File: config.mk
export PLATFORM = sky130hd
export DESIGN_NAME = multicycle_control_unit
export DESIGN_NICKNAME = d
export VERILOG_FILES = /design/src/rtl/mcu_pkg.sv /design/src/rtl/mcu_alu_decoder.sv /design/src/rtl/multicycle_control_unit.sv
export SDC_FILE = /design/constraint.sdc
export NUM_CORES = 1
export LEC_CHECK = 0
export BUFFER_PORTS_ARGS = -buffer_cell sky130_fd_sc_hd__buf_2
export CORE_MARGIN = 10
export CORE_UTILIZATION = 30
export CTS_BUF_LIST = sky130_fd_sc_hd__clkbuf_4
export DETAILED_ROUTE_END_ITERATION = 6
export GPL_ROUTABILITY_DRIVEN = 0
export GPL_TIMING_DRIVEN = 0
export REMOVE_ABC_BUFFERS = 1
export SLEW_MARGIN = 10
export SYNTH_ARGS = -nofsm -noshare
export SYNTH_HDL_FRONTEND = slang
export SYNTH_HIERARCHICAL = 1
export SYNTH_SLANG_ARGS = --single-unit
File: constraint.sdc
create_clock -name clk -period 2.58 [get_ports clk]
set_input_delay 0.258 -clock clk [delete_from_list [all_inputs] [get_ports clk]]
set_output_delay 0.258 -clock clk [all_outputs]
set_load 0.005 [all_outputs]
File: src/rtl/mcu_pkg.sv
// Shared constants for the multi-cycle MIPS control unit: FSM states, opcodes, funct codes
// and ALU operation encodings.
package mcu_pkg;

    typedef enum logic [3:0] {
        S_RESET  = 4'd0,
        S_FETCH  = 4'd1,
        S_DECODE = 4'd2,
        S_MEMADR = 4'd3,
        S_MEMRD  = 4'd4,
        S_MEMWB  = 4'd5,
        S_MEMWR  = 4'd6,
        S_EXEC   = 4'd7,
        S_ALUWB  = 4'd8,
        S_BRANCH = 4'd9,
        S_IEXEC  = 4'd10,
        S_IWB    = 4'd11,
        S_JUMP   = 4'd12,
        S_HALT   = 4'd13
    } state_e;

    localparam logic [5:0] OP_RTYPE = 6'b000000;
    localparam logic [5:0] OP_LW    = 6'b100011;
    localparam logic [5:0] OP_SW    = 6'b101011;
    localparam logic [5:0] OP_BEQ   = 6'b000100;
    localparam logic [5:0] OP_BNE   = 6'b000101;
    localparam logic [5:0] OP_ADDI  = 6'b001000;
    localparam logic [5:0] OP_ANDI  = 6'b001100;
    localparam logic [5:0] OP_J     = 6'b000010;
    localparam logic [5:0] OP_JAL   = 6'b000011;

    localparam logic [5:0] FN_ADD = 6'b100000;
    localparam logic [5:0] FN_SUB = 6'b100010;
    localparam logic [5:0] FN_AND = 6'b100100;
    localparam logic [5:0] FN_OR  = 6'b100101;
    localparam logic [5:0] FN_SLT = 6'b101010;

    localparam logic [2:0] ALU_ADD = 3'b010;
    localparam logic [2:0] ALU_SUB = 3'b110;
    localparam logic [2:0] ALU_AND = 3'b000;
    localparam logic [2:0] ALU_OR  = 3'b001;
    localparam logic [2:0] ALU_SLT = 3'b111;

endpackage

File: src/rtl/mcu_alu_decoder.sv
// Combinational R-type funct decoder: ALU operation plus a flag for recognised funct codes.
module mcu_alu_decoder
    import mcu_pkg::*;
#(
    parameter int unsigned ALU_CTRL_W = 3
) (
    input  logic [5:0]            funct_i,
    output logic [ALU_CTRL_W-1:0] alu_control_o,
    output logic                  funct_valid_o
);

    always_comb begin
        alu_control_o = ALU_CTRL_W'(ALU_ADD);
        funct_valid_o = 1'b1;
        case (funct_i)
            FN_ADD:  alu_control_o = ALU_CTRL_W'(ALU_ADD);
            FN_SUB:  alu_control_o = ALU_CTRL_W'(ALU_SUB);
            FN_AND:  alu_control_o = ALU_CTRL_W'(ALU_AND);
            FN_OR:   alu_control_o = ALU_CTRL_W'(ALU_OR);
            FN_SLT:  alu_control_o = ALU_CTRL_W'(ALU_SLT);
            default: funct_valid_o = 1'b0;
        endcase
    end

endmodule

File: src/rtl/multicycle_control_unit.sv
// Multi-cycle MIPS control FSM with memory-wait timeout and halt state.
// Define MCU_ILLEGAL_TRAP_EN to halt on unknown opcode/funct and expose illegal_instr.
module multicycle_control_unit
    import mcu_pkg::*;
#(
    parameter int unsigned ALU_CTRL_W  = 3,
    parameter int unsigned MEM_TIMEOUT = 16
) (
    input  logic                  clk,
    input  logic                  rst_n,
    input  logic [5:0]            opcode,
    input  logic [5:0]            funct,
    input  logic                  zero,
    input  logic                  mem_ready,
    output logic                  mem_req,
    output logic                  mem_write,
    output logic                  iord,
    output logic                  ir_write,
    output logic                  pc_en,
    output logic [1:0]            pc_src,
    output logic                  alu_src_a,
    output logic [1:0]            alu_src_b,
    output logic [ALU_CTRL_W-1:0] alu_control,
    output logic                  reg_write,
    output logic [1:0]            reg_dst,
    output logic                  memto_reg,
    output logic                  link,
    output logic                  halted,
    output logic                  timeout_err
`ifdef MCU_ILLEGAL_TRAP_EN
    ,
    output logic                  illegal_instr
`endif
);

    localparam int unsigned CntW = (MEM_TIMEOUT == 0) ? 1 : $clog2(MEM_TIMEOUT + 1);
    localparam logic [CntW-1:0] CntLast = CntW'(MEM_TIMEOUT - 1);
    localparam logic [CntW-1:0] CntMax  = CntW'(MEM_TIMEOUT);

    state_e                  state_q, state_d;
    logic [CntW-1:0]         wait_cnt_q, wait_cnt_d;
    logic                    timeout_err_q, timeout_err_d;
    logic [ALU_CTRL_W-1:0]   dec_alu_control;
    logic                    funct_valid;
    logic                    illegal_set;

    mcu_alu_decoder #(
        .ALU_CTRL_W (ALU_CTRL_W)
    ) u_alu_decoder (
        .funct_i       (funct),
        .alu_control_o (dec_alu_control),
        .funct_valid_o (funct_valid)
    );

    always_comb begin
        state_d       = state_q;
        wait_cnt_d    = wait_cnt_q;
        timeout_err_d = timeout_err_q;
        illegal_set   = 1'b0;
        mem_req       = 1'b0;
        mem_write     = 1'b0;
        iord          = 1'b0;
        ir_write      = 1'b0;
        pc_en         = 1'b0;
        pc_src        = 2'b00;
        alu_src_a     = 1'b0;
        alu_src_b     = 2'b00;
        alu_control   = '0;
        reg_write     = 1'b0;
        reg_dst       = 2'b00;
        memto_reg     = 1'b0;
        link          = 1'b0;
        halted        = 1'b0;

        case (state_q)
            S_RESET: state_d = S_FETCH;
            S_FETCH: begin
                mem_req     = 1'b1;
                alu_src_b   = 2'b01;
                alu_control = ALU_CTRL_W'(ALU_ADD);
                ir_write    = mem_ready;
                pc_en       = mem_ready;
                if (mem_ready) state_d = S_DECODE;
            end
            S_DECODE: begin
                alu_src_b   = 2'b11;
                alu_control = ALU_CTRL_W'(ALU_ADD);
                case (opcode)
                    OP_LW, OP_SW:     state_d = S_MEMADR;
                    OP_RTYPE:         state_d = S_EXEC;
                    OP_BEQ, OP_BNE:   state_d = S_BRANCH;
                    OP_ADDI, OP_ANDI: state_d = S_IEXEC;
                    OP_J, OP_JAL:     state_d = S_JUMP;
                    default: begin
`ifdef MCU_ILLEGAL_TRAP_EN
                        state_d     = S_HALT;
                        illegal_set = 1'b1;
`else
                        state_d     = S_FETCH;
`endif
                    end
                endcase
            end
            S_MEMADR: begin
                alu_src_a   = 1'b1;
                alu_src_b   = 2'b10;
                alu_control = ALU_CTRL_W'(ALU_ADD);
                state_d     = (opcode == OP_LW) ? S_MEMRD : S_MEMWR;
            end
            S_MEMRD: begin
                mem_req = 1'b1;
                iord    = 1'b1;
                if (mem_ready) state_d = S_MEMWB;
            end
            S_MEMWB: begin
                reg_write = 1'b1;
                memto_reg = 1'b1;
                state_d   = S_FETCH;
            end
            S_MEMWR: begin
                mem_req   = 1'b1;
                mem_write = 1'b1;
                iord      = 1'b1;
                if (mem_ready) state_d = S_FETCH;
            end
            S_EXEC: begin
                alu_src_a   = 1'b1;
                alu_control = dec_alu_control;
                state_d     = S_ALUWB;
`ifdef MCU_ILLEGAL_TRAP_EN
                if (!funct_valid) begin
                    state_d     = S_HALT;
                    illegal_set = 1'b1;
                end
`endif
            end
            S_ALUWB: begin
                // funct is still held in IR, so an unknown funct writes nothing back
                reg_write = funct_valid;
                reg_dst   = 2'b01;
                state_d   = S_FETCH;
            end
            S_BRANCH: begin
                alu_src_a   = 1'b1;
                alu_control = ALU_CTRL_W'(ALU_SUB);
                pc_src      = 2'b01;
                pc_en       = (opcode == OP_BEQ) ? zero : ~zero;
                state_d     = S_FETCH;
            end
            S_IEXEC: begin
                alu_src_a   = 1'b1;
                alu_src_b   = 2'b10;
                alu_control = (opcode == OP_ANDI) ? ALU_CTRL_W'(ALU_AND) : ALU_CTRL_W'(ALU_ADD);
                state_d     = S_IWB;
            end
            S_IWB: begin
                reg_write = 1'b1;
                state_d   = S_FETCH;
            end
            S_JUMP: begin
                pc_en   = 1'b1;
                pc_src  = 2'b10;
                state_d = S_FETCH;
                if (opcode == OP_JAL) begin
                    reg_write = 1'b1;
                    reg_dst   = 2'b10;
                    link      = 1'b1;
                end
            end
            S_HALT:  halted  = 1'b1;
            default: state_d = S_RESET;
        endcase

        // The limit is hit on the MEM_TIMEOUT-th consecutive wait; a ready in that cycle wins.
        if (mem_req && !mem_ready) begin
            if (MEM_TIMEOUT != 0 && wait_cnt_q >= CntLast) begin
                state_d       = S_HALT;
                timeout_err_d = 1'b1;
            end
            wait_cnt_d = (wait_cnt_q >= CntMax) ? wait_cnt_q : wait_cnt_q + 1'b1;
        end else begin
            wait_cnt_d = '0;
        end
        if (state_d != state_q) wait_cnt_d = '0;
    end

    always_ff @(posedge clk or negedge rst_n) begin
        if (!rst_n) begin
            state_q       <= S_RESET;
            wait_cnt_q    <= '0;
            timeout_err_q <= 1'b0;
        end else begin
            state_q       <= state_d;
            wait_cnt_q    <= wait_cnt_d;
            timeout_err_q <= timeout_err_d;
        end
    end

    assign timeout_err = timeout_err_q;

`ifdef MCU_ILLEGAL_TRAP_EN
    logic illegal_q;

    always_ff @(posedge clk or negedge rst_n) begin
        if (!rst_n) begin
            illegal_q <= 1'b0;
        end else if (illegal_set) begin
            illegal_q <= 1'b1;
        end
    end

    assign illegal_instr = illegal_q;
`else
    logic unused_illegal;
    assign unused_illegal = illegal_set;
`endif

endmodule

# Word-level counts from Yosys, hierarchy flattened
# Cells that the tools add are included.
# Widths: inputs -> output; s select.
[totals]
regBits = 10
output_inout_bits = 20
word_cells = 83
[op_classes]
reduce_logical = 17
n_lt_le_gt_ge = 2
mux = 31
eq_ne = 28
bitwise_logic = 1
addsub = 1
[ops]
columns = ["operator", "count"]
rows = [
  ["$eq 6x6->1 const B", 7],
  ["$pmux 4 s9", 1],
  ["$eq 4x4->1 const B", 6],
  ["$pmux 3 s4", 2],
  ["$mux 4", 5],
  ["$pmux 4 s5", 1],
  ["$eq 4x3->1 const B", 4],
  ["$mux 5", 3],
  ["$reduce_or 2->1", 7],
  ["$eq 6x2->1 const B", 2],
  ["$eq 6x3->1 const B", 2],
  ["$eq 6x4->1 const B", 2],
  ["$mux 1", 11],
  ["$eq 4x2->1 const B", 2],
  ["$pmux 2 s2", 2],
  ["$logic_not 6->1", 1],
  ["$mux 2", 3],
  ["$pmux 1 s3", 2],
  ["$pmux 2 s3", 1],
  ["$reduce_or 3->1", 2],
  ["$reduce_or 6->1", 1],
  ["$add 5x1->5 const B", 1],
  ["$ge 5x4->1 const B", 1],
  ["$ge 5x5->1 const B", 1],
  ["10 further kinds", 10],
]

# Depth between registers and ports, before layout
# Gate-level depths: netlist (run 1).
[depth]
ltp_word = 8
ltp_mapped = 8
mapped_depth_nobuf = 8

# Cells and area by module
# Netlist (run 1), hierarchy kept.
[modules_own_cells]
columns = ["mod", "seq_area_each_um2", "area_each_um2", "cells_per_inst", "n_inst"]
rows = [
  ["multicycle_control_unit", 250.2, 1104.8, 146, 1],
  ["mcu_alu_decoder", 0.0, 86.3, 9, 1],
]

# Least setup slack after synthesis (run 1)
# No wires, ideal clock.
[synth_path]
path_kind = "register to register"
from = "register wait_cnt_q[0]"
to = "register wait_cnt_q[4]"
path_stages_with_launch = 9
setup_slack_ns = 0.801
n_path_buf = 0
t_required_ns = 2.493
arrival_ns = 1.692
path_cell_list = "dfrtp_1 > ha_1 > and3_1 > ha_1 > nor2_1 > a21oi_2 > o32ai_2 > a221oi_4 > a211oi_2"
[synth_via]
elab_chain_cells = 5
elab_cells_between_ends = 10
[synth_rtl]
columns = ["element", "line_no", "source"]
rows = [
  ["from (decl)", "multicycle_control_unit.sv:41", "logic [CntW-1:0] wait_cnt_q, wait_cnt_d;"],
  ["from (signal assigned)", "multicycle_control_unit.sv:194", "wait_cnt_q <= wait_cnt_d;"],
  ["$ge 5x4->1", "multicycle_control_unit.sv:176", "if (MEM_TIMEOUT != 0 && wait_cnt_q >= CntLast) begin"],
  ["$mux 4", "multicycle_control_unit.sv:176", ""],
  ["$mux 4", "multicycle_control_unit.sv:175", "if (mem_req && !mem_ready) begin"],
  ["$ne 4x4->1", "multicycle_control_unit.sv:184", "if (state_d != state_q) wait_cnt_d = '0;"],
  ["$ne 3x2->1 (no source line) / $mux 5 (equally long branches)", "n/a", ""],
]
# Several ways; a longest one is shown, not always the timed one. The select of a mux whose other input is x is not followed.
# A chain may end at the register's enable or synchronous reset.

# Worst setup path in the final report (run 1)
[layout_path]
from = "register state_q[3]"
to = "output port reg_write"
[layout_via]
elab_chain_cells = 3
elab_cells_between_ends = 6
[layout_rtl]
columns = ["element", "line_no", "source"]
rows = [
  ["from (decl)", "multicycle_control_unit.sv:40", "state_e state_q, state_d;"],
  ["from (signal assigned)", "multicycle_control_unit.sv:193", "state_q <= state_d;"],
  ["$eq 4x4->1 / $eq 4x3->1 (equally long branches)", "multicycle_control_unit.sv:75", "case (state_q)"],
  ["$reduce_or 2->1 (no source line)", "n/a", ""],
  ["$pmux 1 s3 (*)", "multicycle_control_unit.sv:75", ""],
  ["to (decl)", "multicycle_control_unit.sv:24", "output logic reg_write,"],
]
# Every way passes the cells marked *; elsewhere a longest branch is shown, timed or not.

==> impl_metrics.yaml, run 1 <==
clock_network:
  cts_tree: "built"
  cts.sinks: 10
  numCtsBuffers: 3
  clk_pin_slew_ps: 60
  postCtsHoldBufs: 1
  post_cts_buffers: 0
  cts.htree.levels: 1
  clkLatencyLatePin_ps: 260
  cts_max_path_buffers: 2
  postCtsResizedCells: 0
  cts_root_buf: "clkbuf_4"
floorplan:
  start_util_pct: 31.8
  die_h_um: 83.0
  ioPinCount: 36
  die_w_um: 83.0
  rows: 22
  dieArea_sq_mm: 0.00689
  core_area_sq_mm: 0.00374
yosys:
  synth_seq_cells: 10
  ys.flop_type: "dfrtp_1"
  synth_warnings: 6
  synth-edff-count: 0
  syn_inst: 155
  syn_area_sq_mm: 0.00119
  yosysSeqAreaShare_pct: 21.0
  synth_cell_types: 50
  async_flop_share_pct: 100
  synth_area_per_cell_sq_um: 7.68
setup_path:
  crit_cells: 5
  cpMaxStageDelayCell: "dfrtp_1"
  critPathKind: "reg -> out"
  crit_family: "flip-flops"
  critPathMaxFanout: 25
  required_ps: 2320
  end_kind: "output port"
  worst_setup_path_start_kind: "register"
  critPathMaxStageDelay_ps: 840
  cp_cell_sequence: "nand2_1 > nor3_1 > and4_1 > a21o_1 > buf_2"
  reg2regPathDepth: 8
  path_buf_inv: 1
  cp_data_arrival_time_ps: 2030
finish:
  synthToLayoutAreaGrowth_pct: 16.5
  diodes: 0
  final_core_util_pct: 37.1
  fillCellCount: 418
  final_layout_size_suffix_gt1_share_pct: 26.3
  final_common_cell: "buf_2"
  nets: 206
  final_cell_mix: "buf_2, nor2_1, nor3_1, nand2_1"
  fin_cells: 234
drt:
  dr.pass1.iters: 4
  vias: 1214
  routed_wirelength_um: 3160
  avgRoutedWirePerCell_um: 13.5
  first_iter_violations: 78
  postRouteAntennaNets: 0
  via_per_inst: 5.19
  drc: 0
global_routing:
  grt_usage_pct: 8.92
  grt_pass1_vias: 1162
  antenna_found_initial: 0
  grt_pass1_wl_um: 5380
  grt_max_degree: 26
  overflow: 0
pwr:
  p_total_w: 0.00106
  leakagePower_nw: 0.620
  power_density_mw_per_mm2: 762
  ir_drop_v: 0.000296
worst_hold_path:
  hold_path.class: "in -> async"
placement:
  dp.cells: 230
  place_hpwl_um: 2490
  pre_cts_ws_ps: 559
  port-buffer-count: 35
sta:
  hold_violations: 0
  rsz0062_at_grt: "false"
  period_minus_slack_ps: 2290
  clock_skew_ps: 2.85
  setup_viol: 0
  tightest_slew_ps: 766
  tns_ps: 0
  fmax_mhz: 437
  max_slew_margin_pct: 49.0
  period_share_pct: 88.8
  fin_ws_ps: 289
  drv_slew: 0
flow_run:
  drv_cap: 0
outcome:
  status: "finished, final reports clean"
-- worst paths after layout --
path | start | end | slack [ps]
max in group asynchronous | rst_n | state_q[1] | 2010
worst min register to register | timeout_err | timeout_err | 460
worst min-delay path | rst_n | wait_cnt_q[1] | 380
worst max register to register | wait_cnt_q[0] | wait_cnt_q[3] | 660
worst max-delay path | state_q[3] | reg_write | 290
min in group clk | mem_ready | state_q[0] | 450
-- cells by family (layout without fill, tap and decap cells) --
kind of cell             count (synthesis)  count (layout)  synth area share, %
AND/OR/NAND/NOR                         84              84                 39.5
AO/OA/AOI/OAI                           38              38                 23.2
buffers and inverters                   12              43                 7.25
flip-flops                              10              10                 21.0
XOR/XNOR                                 7               7                 5.15
adder cells (fa/ha/maj)                  2               2                 2.10
multiplexers                             2               2                 1.79
-- cell type report --
type                            instances  area (sq um)  share of cell area [%]
Clock buffer                            3          22.5                    1.62
Inverter                                4          15.0                    1.08
Multi-Input combinational cell        133           855                    61.6
Sequential cell                        10           250                    18.0
Tap cell                               48          60.1                    4.33
Timing Repair Buffer                   36           185                    13.3
-- cells in the mapped netlist (all sizes together), types with 4 or more instances --
master  instances  area share (%)
o22ai           4             2.1
o21ai           7             3.3
nor2b           6             3.4
dfrtp          10              21
nand2          11             3.5
buf             5             3.4
nand2b          9             5.4
inv             4             1.3
nor3           11             4.6
xor2            4             2.9
nor2           22             6.9
a21oi          11             4.9
nand3           6             2.5
-- through the flow --
stage,hold slack (ps),area (sq um)
floorplan,-37.6,1120
global placement,126,1360
detailed placement,126,1360
CTS,382,1390
global route,390,1390
finish,382,1390
-- flip-flops by register name (all words and copies together) (netlist names) --
| register | cells |
|---|---|
| wait_cnt_q | 5 |
| timeout_err | 1 |
| state_q | 4 |
-- layer usage --
metal	up-vias	routed length [um]	GRT usage, %
li1	637	-	-
met1	543	1580	11.5
met2	29	1380	13.5
met3	5	158	2.54
met4	0	42	3.38
met5	-	0	0
-- report_power, final --
| part | switching (W) | leakage [nW] | internal [W] |
|---|---|---|---|
| Sequential | 0.000150 | 0.134 | 0.000189 |
| Combinational | 0.000325 | 0.472 | 0.000293 |
| Clock | 0.0000457 | 0.0138 | 0.0000534 |
No activity file was read; power rests on OpenSTA's default activity.
==> run 2, diff against run 1 <==
- SYNTH_HIERARCHICAL: 1 -> unset
==> run 2 against run 1 <==
Against the previous run:
- global-route usage up 0.46 points
- final cell count down 15%
- critical endpoint is now alu_control[1]
- sequential power fell by 6.8%
- clock skew about the same
- highest routed layer is now met3
- largest cell class unchanged
- non-clock buffer count is the same
- core utilization is 1.6 points higher
==> impl_metrics.yaml, run 2 <==
drt:
  first_iter_violations: 85
  via_per_inst: 5.29
  routed_wirelength_um: 2720
  dr.pass1.iters: 4
  vias: 1047
  postRouteAntennaNets: 0
  drc: 0
  avgRoutedWirePerCell_um: 13.7
sta:
  clock_skew_ps: 3.23
  period_minus_slack_ps: 2090
  fmax_mhz: 478
  tightest_slew_ps: 552
  setup_viol: 0
  tns_ps: 0
  rsz0062_at_grt: "false"
  hold_violations: 0
  drv_slew: 0
  period_share_pct: 81.0
  max_slew_margin_pct: 62.9
setup_path:
  cp_cell_sequence: "inv_1 > nand2_1 > o32ai_1 > a31o_2 > buf_2"
  critPathKind: "reg -> out"
  worst_setup_path_start_kind: "register"
  end_kind: "output port"
  cpMaxStageDelayCell: "dfrtp_1"
  critPathMaxFanout: 14
  required_ps: 2320
  cp_data_arrival_time_ps: 1830
  critPathMaxStageDelay_ps: 620
finish:
  final_layout_size_suffix_gt1_share_pct: 29.9
  largest_register: "wait_cnt_q"
  final_core_util_pct: 38.6
  final_common_cell: "buf_2"
  diodes: 0
  largest_reg_flops: 5
  nets: 173
  final_cell_mix: "buf_2, nor2_1, dfrtp_1"
  synthToLayoutAreaGrowth_pct: 24.2
yosys:
  syn_inst: 120
  yosys-top-cells-count: "nor2_1, dfrtp_1, inv_1, nor3_1"
  synth_cell_types: 48
  yosysMostFrequentCell: "nor2_1"
  synth_warnings: 0
  synth_seq_cells: 10
  ys_top_cells_by_area: "dfrtp_1, nor2_1, nand2b_1"
  yosysTopAreaCell: "dfrtp_1"
  synth_top_area_share_pct: 26.4
  async_flop_share_pct: 100
  ys.flop_type: "dfrtp_1"
  yosysSeqAreaShare_pct: 26.4
  syn_area_sq_um: 950
  synth-edff-count: 0
  synth_area_per_cell_sq_um: 7.91
floorplan:
  start_util_pct: 31.1
  die_w_um: 76.3
  die_h_um: 76.3
  dieArea_sq_mm: 0.00582
  ioPinCount: 36
  rows: 20
  core_area_sq_mm: 0.00305
pwr:
  switching_share_pct: 47.0
  ir_drop_v: 0.000239
  p_int_w: 0.000496
  leakagePower_nw: 0.540
  power_density_mw_per_mm2: 795
  clockPowerShare_pct: 11.3
  seqPwrFrac_pct: 33.7
  combPwrFrac_pct: 55.0
  switchingPower_w: 0.000441
global_routing:
  grt_usage_pct: 9.39
  antenna_found_initial: 0
  overflow: 0
  grt_pass1_wl_um: 4730
  grt_pass1_vias: 1017
  grt_max_degree: 19
clock_network:
  cts_tree: "built"
  clkLatencyLatePin_ps: 260
  numCtsBuffers: 3
  clk_pin_slew_ps: 60
  cts.htree.levels: 1
  cts_root_buf: "clkbuf_4"
  cts.sinks: 10
  cts_max_path_buffers: 2
flow_run:
  drv_cap: 0
outcome:
  status: "finished, final reports clean"
placement:
  place_hpwl_um: 2180
  port-buffer-count: 35
worst_hold_path:
  hold_path.class: "in -> async"
[run 2: power by group through the flow]
stage          Clock [W]  Sequential, W  Combinational, W
3_3_place_gp           0       0.000317          0.000513
6_report        0.000106       0.000316          0.000516
5_1_grt         0.000123       0.000335          0.000580
3_5_place_dp           0       0.000318          0.000521
2_1_floorplan          0       0.000283          0.000336
4_1_cts         0.000112       0.000315          0.000524
[run 2: cells by family after synthesis]
| family | count (synthesis) | share of synthesized area, % |
|---|---|---|
| AOI/OAI and AO/OA | 29 | 23.3 |
| xor gates and xnor gates | 5 | 4.61 |
| adders and majority gates | 2 | 2.63 |
| buffers and inverters | 13 | 6.59 |
| DFF | 10 | 26.4 |
| muxes | 2 | 2.11 |
| and+or+nand+nor | 59 | 34.4 |
[run 2: what timing repair did]
action | 4_1_cts | 5_1_grt
endpoints found under the hold margin | 10 | 0
buffers inserted | 0 | 0
hold buffers | 1 | 0
resized for setup | 0 | 0
[run 2: routing by layer]
metal / vias to the layer above / routed length [um] / global-route usage, %
li1: 520 / - / -
met1: 498 / 1190 / 11.1
met2: 29 / 1380 / 16.0
met3: 0 / 142 / 2.95
met4: 0 / 0 / 2.23
met5: - / 0 / 0
[run 2: through the flow]
stage                     total power [W]  instances  area, sq um  hold WS, ps  setup slack [ps]
after floorplan                  0.000619        114          913        -37.6               873
after global placement           0.000831        193         1140          126               775
after detailed placement         0.000838        193         1140          128               735
after CTS                        0.000951        198         1180          372               495
after global routing              0.00104        198         1180          373               328
final                            0.000937        198         1180          375               490
[run 2: area by class of cell]
class | instances | area (sq um)
Fill cell | 341 | 1870
Multi-Input combinational cell | 97 | 637
Sequential cell | 10 | 250
Timing Repair Buffer | 36 | 185
Tap cell | 44 | 55.1
Inverter | 7 | 26.3
Clock buffer | 3 | 22.5
Clock inverter | 1 | 3.75
[run 2: path summary, 6_finish.rpt]
path | startpoint | to | slack (ps) | cells after the start
max | state_q[1] | alu_control[1] | 490 | 5
min | rst_n | wait_cnt_q[2] | 380 | 2
max reg2reg | wait_cnt_q[0] | wait_cnt_q[1] | 740 | 6
min reg2reg | timeout_err | timeout_err | 470 | 1
max in group asynchronous | rst_n | state_q[1] | 2020 | 2
min in group clk | opcode[4] | state_q[1] | 380 | 4
[run 2: worst max-delay path: cells and delay by family, from the launching register on]
family	cells	cell delay, ps
flip-flops	1	620
AO/OA/AOI/OAI	2	370
buffers and inverters	2	340
AND/OR/NAND/NOR	1	240
==> run 3, diff against run 2 <==
- clock period: 2.58 -> 1.7 ns (I/O delays scaled with it)
==> run 3 against run 2 <==
Against the previous run:
- the run now ends with negative setup slack left
- clock skew increased by 1.3 ps
- clock power rose by 57%
- critical path depth increased by 1
- first-iteration DRC count up 19%
- sequential power rose by 37%
- cell area grew 17%
- core utilization is 6.7 points higher
- highest routed layer is now met4
==> impl_metrics.yaml, run 3 (synthesis results as in run 2) <==
clock_network:
  clk_pin_slew_ps: 60
  clkLatencyLatePin_ps: 270
  cts_max_path_buffers: 2
  cts.sinks: 10
  numCtsBuffers: 3
  cts_tree: "built"
  cts_root_buf: "clkbuf_4"
  cts.htree.levels: 1
global_routing:
  overflow: 0
  antenna_found_initial: 0
  grt_usage_pct: 9.92
  grt_max_degree: 14
  grt_pass1_vias: 1094
  grt_pass1_wl_um: 4960
setup_path:
  worst_setup_path_start_kind: "register"
  r2r_setup_slack_ps: -20
  critPathMaxFanout: 5
  reg2regPathDepth: 6
  crit-reg2reg-launch: "wait_cnt_q[1]"
  cp_data_arrival_time_ps: 1920
  end_kind: "register"
  cp-startpoint: "wait_cnt_q[1]"
  required_ps: 1900
  reg2reg_to: "wait_cnt_q[4]"
  critPathKind: "reg -> reg"
pwr:
  switching_share_pct: 45.2
  ir_drop_v: 0.000379
  power_density_mw_per_mm2: 1270
  p_int_w: 0.000965
  combPwrFrac_pct: 66.0
  switchingPower_w: 0.000795
  leakagePower_nw: 0.623
  clockPowerShare_pct: 9.4
  p_total_w: 0.00176
  seqPwrFrac_pct: 24.6
finish:
  synthToLayoutAreaGrowth_pct: 45.7
  final_layout_size_suffix_gt1_share_pct: 47.6
  regArea_sq_um: 255
  largest_register: "wait_cnt_q"
  final_common_cell: "buf_2"
  largest_reg_flops: 5
  fillCellCount: 318
  final_cell_mix: "buf_2, buf_4, nor2_1"
  nets: 187
  fin_area_sq_mm: 0.00138
  multiInputGateArea_sq_um: 733
  diodes: 0
sta:
  tightest_slew_ps: 539
  period_minus_slack_ps: 1720
  max_slew_margin_pct: 63.8
  setup_viol: 3
  period_share_pct: 101
  clock_skew_ps: 4.51
  hold_violations: 0
  rsz0062_at_grt: "true"
  fin_ws_ps: -15.9
  drv_slew: 0
  fmax_mhz: 583
flow_run:
  drv_cap: 0
drt:
  routed_wirelength_um: 3070
  avgRoutedWirePerCell_um: 14.5
  vias: 1119
  first_iter_violations: 101
  via_per_inst: 5.28
  drc: 0
  dr.pass1.iters: 4
  postRouteAntennaNets: 0
outcome:
  violations: "negative setup slack"
  status: "finished, violations left"
floorplan:
  die_w_um: 76.3
  rows: 20
  dieArea_sq_mm: 0.00582
  start_util_pct: 31.1
  die_h_um: 76.3
  ioPinCount: 36
  core_area_sq_mm: 0.00305
placement:
  port-buffer-count: 35
  postPlaceCellArea_sq_mm: 0.00114
  place_hpwl_um: 2180
worst_hold_path:
  hold_path.class: "in -> async"
run 3: stage by stage:
step	std cells	setup WS (ps)	util (%)	hold WS (ps)	setup TNS, ps
after floorplan	114	-6.67	-	-126	-27.8
after global placement	193	-105	37.5	38.4	-829
after detailed placement	193	-145	37.5	40.4	-999
after CTS	209	6.39	42.0	280	0
after global routing	212	-98.9	45.3	273	-811
final	212	-15.9	45.3	277	-21.1
run 3: layout make-up:
type | instances | area share, %
Timing Repair Buffer | 50 | 20.8
Clock buffer | 3 | 1.63
Multi-Input combinational cell | 97 | 53.0
Sequential cell | 10 | 18.4
Inverter | 7 | 1.90
Tap cell | 44 | 3.98
Clock inverter | 1 | 0.271
run 3: worst max path at each step:
stage | endpoint | slack [ps] | cells past startpoint
floorplan | wait_cnt_q[4] | -7 | 6
global placement | wait_cnt_q[1] | -100 | 6
detailed placement | wait_cnt_q[1] | -150 | 6
CTS | wait_cnt_q[0] | 6 | 6
global route | wait_cnt_q[4] | -100 | 6
finish | wait_cnt_q[4] | -20 | 6
run 3: metal layers:
metal / track usage (%) / vias up / wire length (um)
li1: - / 547 / -
met1: 10.7 / 536 / 1230
met2: 17.9 / 32 / 1630
met3: 2.95 / 4 / 170
met4: 3.35 / 0 / 40
met5: 0 / - / 0
run 3: timing repair:
action	in CTS	in global routing
gates resized for setup	11	18
endpoints found under the setup margin	24	19
buffers inserted	11	3
hold endpoints to repair	10	0
pin swaps	3	4
hold buffers	1	0
run 3: power by group through the flow:
stage | sequential [W] | combinational (W) | clock [W]
final | 0.000433 | 0.00116 | 0.000166
after global routing | 0.000447 | 0.00128 | 0.000188
after CTS | 0.000422 | 0.00103 | 0.000170
after detailed placement | 0.000482 | 0.000790 | 0
after global placement | 0.000482 | 0.000779 | 0
after floorplan | 0.000430 | 0.000510 | 0
run 3: critical path: stages, from the launching register on:
cell and delay, ps:
dfrtp_1 380, ha_2 190, and3_4 190, ha_4 160
nor3_4 160, or3b_4 450, a21oi_2 120
